`src/rtl/alu_arbiter.sv`:
```
// Two-requester round-robin front end for one shared combinational ALU.
// One operation in flight; the ALU result is sampled after SETTLE_CYCLES.
module alu_arbiter #(
    parameter int unsigned SETTLE_CYCLES = 1
) (
    input  logic        clk,
    input  logic        rst,
    input  logic        req0_valid,
    input  logic        req1_valid,
    output logic        req0_ready,
    output logic        req1_ready,
    input  logic [2:0]  req0_op,
    input  logic [2:0]  req1_op,
    input  logic [15:0] req0_x,
    input  logic [15:0] req0_y,
    input  logic [15:0] req1_x,
    input  logic [15:0] req1_y,
    output logic [15:0] alu_x,
    output logic [15:0] alu_y,
    output logic [2:0]  alu_op,
    input  logic [15:0] alu_s,
    output logic        rsp_valid,
    input  logic        rsp_ready,
    output logic        rsp_id,
    output logic [15:0] rsp_data,
    output logic        rsp_err,
    output logic        busy
);
    localparam logic [3:0] LP_SETTLE = 4'(SETTLE_CYCLES);

    typedef enum logic [1:0] {IDLE, SETTLE, RESP} state_t;

    state_t      r_state, w_next;
    logic [3:0]  r_cnt;
    logic        r_last;
    logic [15:0] r_alu_x, r_alu_y, r_data;
    logic [2:0]  r_alu_op;
    logic        r_id, r_err;

    logic        w_any, w_gnt, w_xfer, w_legal;
    logic [2:0]  w_op;
    logic [15:0] w_x, w_y;

    // Tie goes to whoever was not served last; a lone requester always wins.
    assign w_any   = req0_valid | req1_valid;
    assign w_gnt   = (req0_valid & req1_valid) ? ~r_last : req1_valid;
    assign w_xfer  = (r_state == IDLE) & w_any & ~rst;
    assign w_op    = w_gnt ? req1_op : req0_op;
    assign w_x     = w_gnt ? req1_x  : req0_x;
    assign w_y     = w_gnt ? req1_y  : req0_y;
    assign w_legal = (w_op == 3'b000) | (w_op == 3'b001) |
                     (w_op == 3'b010) | (w_op == 3'b110);

    always_ff @(posedge clk or posedge rst) begin
        if (rst) r_state <= IDLE;
        else     r_state <= w_next;
    end

    always_comb begin
        w_next = r_state;
        case (r_state)
            IDLE:    if (w_xfer) w_next = w_legal ? SETTLE : RESP;
            SETTLE:  if (r_cnt == 4'd1) w_next = RESP;
            RESP:    if (rsp_ready) w_next = IDLE;
            default: w_next = IDLE;
        endcase
    end

    always_comb begin
        req0_ready = w_xfer & ~w_gnt;
        req1_ready = w_xfer &  w_gnt;
        busy       = (r_state != IDLE);
        rsp_valid  = (r_state == RESP);
    end

    always_ff @(posedge clk or posedge rst) begin
        if (rst) begin
            r_cnt    <= '0;
            r_last   <= 1'b1;
            r_alu_x  <= '0;
            r_alu_y  <= '0;
            r_alu_op <= '0;
            r_data   <= '0;
            r_id     <= 1'b0;
            r_err    <= 1'b0;
        end else begin
            if (w_xfer) begin
                r_last <= w_gnt;
                r_id   <= w_gnt;
                if (w_legal) begin
                    r_alu_x  <= w_x;
                    r_alu_y  <= w_y;
                    r_alu_op <= w_op;
                    r_cnt    <= LP_SETTLE;
                end else begin
                    // Illegal opcodes never reach the ALU; the old operands stay put.
                    r_data <= '0;
                    r_err  <= 1'b1;
                end
            end
            if (r_state == SETTLE) begin
                r_cnt <= r_cnt - 4'd1;
                if (r_cnt == 4'd1) begin
                    r_data <= alu_s;
                    r_err  <= 1'b0;
                end
            end
        end
    end

    assign alu_x    = r_alu_x;
    assign alu_y    = r_alu_y;
    assign alu_op   = r_alu_op;
    assign rsp_id   = r_id;
    assign rsp_data = r_data;
    assign rsp_err  = r_err;
endmodule

```
`config.mk`:
```
export PLATFORM = sky130hd
export DESIGN_NAME = alu_arbiter
export DESIGN_NICKNAME = d
export VERILOG_FILES = /design/src/rtl/alu_arbiter.sv
export SDC_FILE = /design/constraint.sdc
export NUM_CORES = 1
export LEC_CHECK = 0
export BUFFER_PORTS_ARGS = -buffer_cell sky130_fd_sc_hd__buf_4
export CORE_MARGIN = 2
export CORE_UTILIZATION = 49
export CTS_CLUSTER_SIZE = 16
export DETAILED_ROUTE_END_ITERATION = 7
export PLACE_DENSITY = 0.88
export SYNTH_ARGS = -nofsm -noshare
export SYNTH_HDL_FRONTEND = slang
export SYNTH_SLANG_ARGS = --single-unit
```
`constraint.sdc`:
```
create_clock -name clk -period 3.7 [get_ports clk]
set_input_delay 0.37 -clock clk [delete_from_list [all_inputs] [get_ports clk]]
set_output_delay 0.37 -clock clk [all_outputs]
set_load 0.02 [all_outputs]
```
# After elaboration in Yosys (flattened, before gate mapping)
# Cells that the tools add are included.
# Widths: inputs -> output; s select.
# word_totals
regBits	60
input_bits	91
out_inout_bits	57
# op_classes
add_sub_neg	1
eq_ne	9
muxes	20
bitwise	12
n_reduce_logical	8
# ops
op	count
$mux 16	6
$mux 4	3
$mux 2	4
$pmux 2 s3	1
$reduce_bool 2->1	3
$and 1x1->1	5
$mux 1	5
$eq 4x1->1 const B	1
$ne 2x2->1 const B	2
$or 1x1->1	4
$reduce_and 2->1	2
$sub 4x1->4 const B	1
$eq 3x1->1 const B	1
$eq 3x2->1 const B	1
$eq 3x3->1 const B	1
$logic_not 3->1	1
$mux 3	1
$not 1->1	3
$reduce_and 3->1	1
$eq 2x1->1 const B	1
$eq 2x2->1 const B	1
$logic_not 2->1	1
$ne 2x1->1 const B	1

# Longest topological paths before layout
# logic_depth
ltp_word	11
mapped_depth	8
mapped_depth_nobuf	6

# Least setup slack after synthesis
# Ideal clock, no wire load.
# synth_path
path_type	input to register
start	input port req1_valid
end	register r_alu_op[0] (netlist: alu_op[0])
arrival_ns	1.596
required_time_ns	3.573
setup_slack_ns	1.976
stages	4
n_path_buf	1
cell_sequence	a21boi_2 > clkbuf_1 > mux2_2 > mux2_1
# synth_between
elab_chain_len	8
# synth_rtl
element	line_no	rtl
start: declaration	9	input logic req1_valid,
$and 1x1->1	46	assign w_gnt = (req0_valid & req1_valid) ? ~r_last : req1_valid;
$mux 1	46	
$mux 3	48	assign w_op = w_gnt ? req1_op : req0_op;
$eq 3x1->1 / $logic_not 3->1 (equally long branches)	51	assign w_legal = (w_op == 3'b000) | (w_op == 3'b001) |
$or 1x1->1 (2 in a row)	51	
$or 1x1->1	52	(w_op == 3'b010) | (w_op == 3'b110);
$reduce_and 2->1 (no line)	-	
end signal: assignment	93	r_alu_op <= w_op;
end: declaration	37	logic [2:0] r_alu_op;
# Several ways; a longest one is shown, not always the timed one.
# A chain may end at the register's enable or synchronous reset.

# Worst setup path after layout
# layout_path
start	register r_state[0]
end	register r_alu_y[15] (netlist: alu_y[15])
# layout_between
elab_chain_len	4
# layout_rtl
element	line_no	rtl
start: declaration	33	state_t r_state, w_next;
start signal: assignment	56	else r_state <= w_next;
$logic_not 2->1	47	assign w_xfer = (r_state == IDLE) & w_any & ~rst;
$and 1x1->1 (2 in a row)	47	
$reduce_and 2->1 (no line)	-	
end signal: assignment	92	r_alu_y <= w_y;
end: declaration	36	logic [15:0] r_alu_x, r_alu_y, r_data;
# Every way passes these cells.

==> impl_metrics.ini <==
[clock_tree]
cts_max_level = 3
cts_sinks = 60
clk_pin_slew_ns = 0.07
hold_buffers = 0
cts_max_path_buffers = 2
tritoncts = yes
clk_latency_ns = 0.33
cts_buffers = 9
cts_resized = 0
root_buffer = clkbuf_8
postCtsSetupRepairBufs = 0

[place]
io_buffers = 147
dp_cells = 443
routabilityCongestion = 0.746
pre_cts_slack_ns = 1.29
hpwl_um = 5360

[sta]
fin_crit_sh_pct = 64.0
rsz0062_at_grt = false
fmax_mhz = 422
fin_crit_ns = 2.37
worst_slew_pin_slew_ns = 1.11
hold_viol_final = 0
max-slew-margin-rel_pct = 25.9
setup_slack_ns = 1.33
slew_violations = 0
setup_violations = 0
skew_ns = 0.00672
fin_tns_setup_ns = 0

[die]
die_x_um = 80.3
io-pin-count = 148
core.rowCount = 27
die_area_um2 = 6440
start_util_pct = 51.1
core_area_um2 = 5570
die_y_um = 80.3

[final_layout]
areaGrowthSynthToFinish_pct = 48.8
fill_cells = 406
diodes = 0
multi_input_area_um2 = 1270
ff_latch_area_um2 = 1500
layout-drive-gt1-share_pct = 55.0
layout.nets = 475
final_cells = 459

[critical_path]
reg2reg_to = alu_y[15]$_DFFE_PP0P_
ff2ff_setup_slack_ns = 1.33
start_kind = register
r2r-start = r_state[0]$_DFFE_PP0P_
crit_type = reg2reg
crit_end = alu_y[15]$_DFFE_PP0P_
cp.arrival_ns = 2.57
endpoint_kind = register
critical_path.startpoint = r_state[0]$_DFFE_PP0P_
worstPathRequired_ns = 3.91
reg2reg_depth = 4
crit_fanout = 37

[synthesis]
syn_area_per_cell_um2 = 12.2
yosysSeqAreaShare_pct = 52.7
synth-edff-count = 0
ys.flop_type = dfrtp_1
ys_types = 34
synth_cells = 234
ys_seq_elements = 60
ys_async_sr_fraction_pct = 100
synthesis.area_um2 = 2850
postSynthNetCount = 327
yosysWarnings = 0

[drt]
wl_um = 7120
vias = 2343
dr.pass1.iters = 4
drc = 0
dr.first_iter.drc_count = 56
wl_per_cell_um = 15.5
vias_per_cell = 5.10
drtAntennaViolNets = 0

[power_and_ir_drop]
clockPowerShare_pct = 20.7
sw_frac_of_total_pct = 37.2
totalPowerFinal_w = 0.00346
powerDensity_nw_per_um2 = 816
p_switching_w = 0.00129
internal_power_w = 0.00217
seq_power_share_pct = 33.9
pwr-share-comb_pct = 45.4
p_leak_nw = 2.06
ir_drop_uv = 474

[global_routing]
grt_pass1_wl_um = 11400
track_usage_pct = 23.4
antenna_found_initial = 0
first_global_vias = 2443
overflow = 0
grt_max_degree = 45

[job]
drv_cap = 0

[outcome]
status = finished clean

[hold_path]
hp-class = in2async
==> worst min path at each step <==
stage	from	to	slack, ns	depth (start not counted)
2_1_floorplan	r_cnt[3]$_DFFE_PP0P_	r_cnt[3]$_DFFE_PP0P_	0.46	1
3_3_place_gp	alu_y[9]$_DFFE_PP0P_	alu_y[9]$_DFFE_PP0P_	0.47	1
3_5_place_dp	alu_y[2]$_DFFE_PP0P_	alu_y[2]$_DFFE_PP0P_	0.48	1
4_1_cts	alu_s[3]	rsp_data[3]$_DFF_PP0_	0.23	3
5_1_grt	alu_s[4]	rsp_data[4]$_DFF_PP0_	0.24	3
6_report	rst	rsp_id$_DFFE_PP0P_	0.23	2
==> synthesized netlist by cell type, types with 3 or more instances <==
cell type	number	area [µm²]
buf_2	4	20.0
buf_6	3	33.8
clkbuf_1	5	18.8
dfrtp_1	59	1480
inv_1	4	15.0
mux2_1	27	304
mux2_2	41	462
nand2_1	37	139
nor2_1	3	11.3
nor2b_1	3	18.8
o21ai_0	8	40.0
o21ai_1	10	50.1
==> sequential cells by signal, summed over array words and instances, names as in the netlist <==
signal,count
alu_op,3
alu_x,16
rsp_data,16
r_state,2
alu_y,16
rsp_id,1
r_last,1
r_cnt,4
rsp_err,1
==> critical path: stages, from the launching register on <==
cell and delay (ns):
dfrtp_1 0.43, nor3_1 0.20, o21ai_1 0.29, nor2_4 0.88, mux2_2 0.43
==> routing by layer <==
metal  vias up  track usage (%)  part of all wire, %
met1      1124             26.0                   39
li1       1114                -                    -
met5         -                0                    0
met2        97             42.6                   53
met3         8             7.08                  6.7
met4         0             7.29                  1.1
==> power groups by stage <==
stage | Combinational (W) | Sequential (W) | Clock [W]
2_1_floorplan | 0.000547 | 0.00150 | 0
3_3_place_gp | 0.00153 | 0.00116 | 0
3_5_place_dp | 0.00159 | 0.00118 | 0
4_1_cts | 0.00159 | 0.00118 | 0.000728
5_1_grt | 0.00168 | 0.00121 | 0.000773
6_report | 0.00157 | 0.00117 | 0.000717
==> kinds of logic after synthesis <==
family                   share of synthesized area (%)
AND/OR/NAND/NOR                                   8.65
XOR/XNOR                                         0.307
AO/OA/AOI/OAI                                     6.28
adder cells (fa/ha/maj)                          0.878
multiplexers                                      28.1
flip-flops                                        52.7
buffers and inverters                             3.07
==> final cells by class <==
class | instances | share of cell area, %
Clock inverter | 7 | 2.92
Timing Repair Buffer | 149 | 26.4
Tap cell | 72 | 2.12
Inverter | 4 | 0.354
Sequential cell | 60 | 35.4
Clock buffer | 9 | 2.92
Multi-Input combinational cell | 158 | 29.9
==> layout by cell type (no fill, tap or decap), types with 2 or more instances in the layout <==
cell type,count
clkbuf_8,9
inv_1,3
a21o_1,2
ha_1,2
o21a_1,2
o21ai_0,8
buf_4,149
and2_1,2
nor3_1,2
mux2_1,27
o21ai_1,10
bufinv_16,3
mux2_2,41
dfrtp_1,59
o22ai_1,2
nor2b_1,3
clkinv_4,2
mux2i_1,2
a21oi_1,2
nor2_1,3
nand2_1,37
==> through the flow <==
stage               cell area (µm²)  hold WS [ns]  utilization [%]
finish                         4240         0.230             76.1
global route                   4240         0.235             76.1
CTS                            4240         0.229             76.1
detailed placement             3990         0.476             71.6
global placement               3990         0.471             71.6
floorplan                      2850         0.458                -
Power figures use the tool's default switching activity.
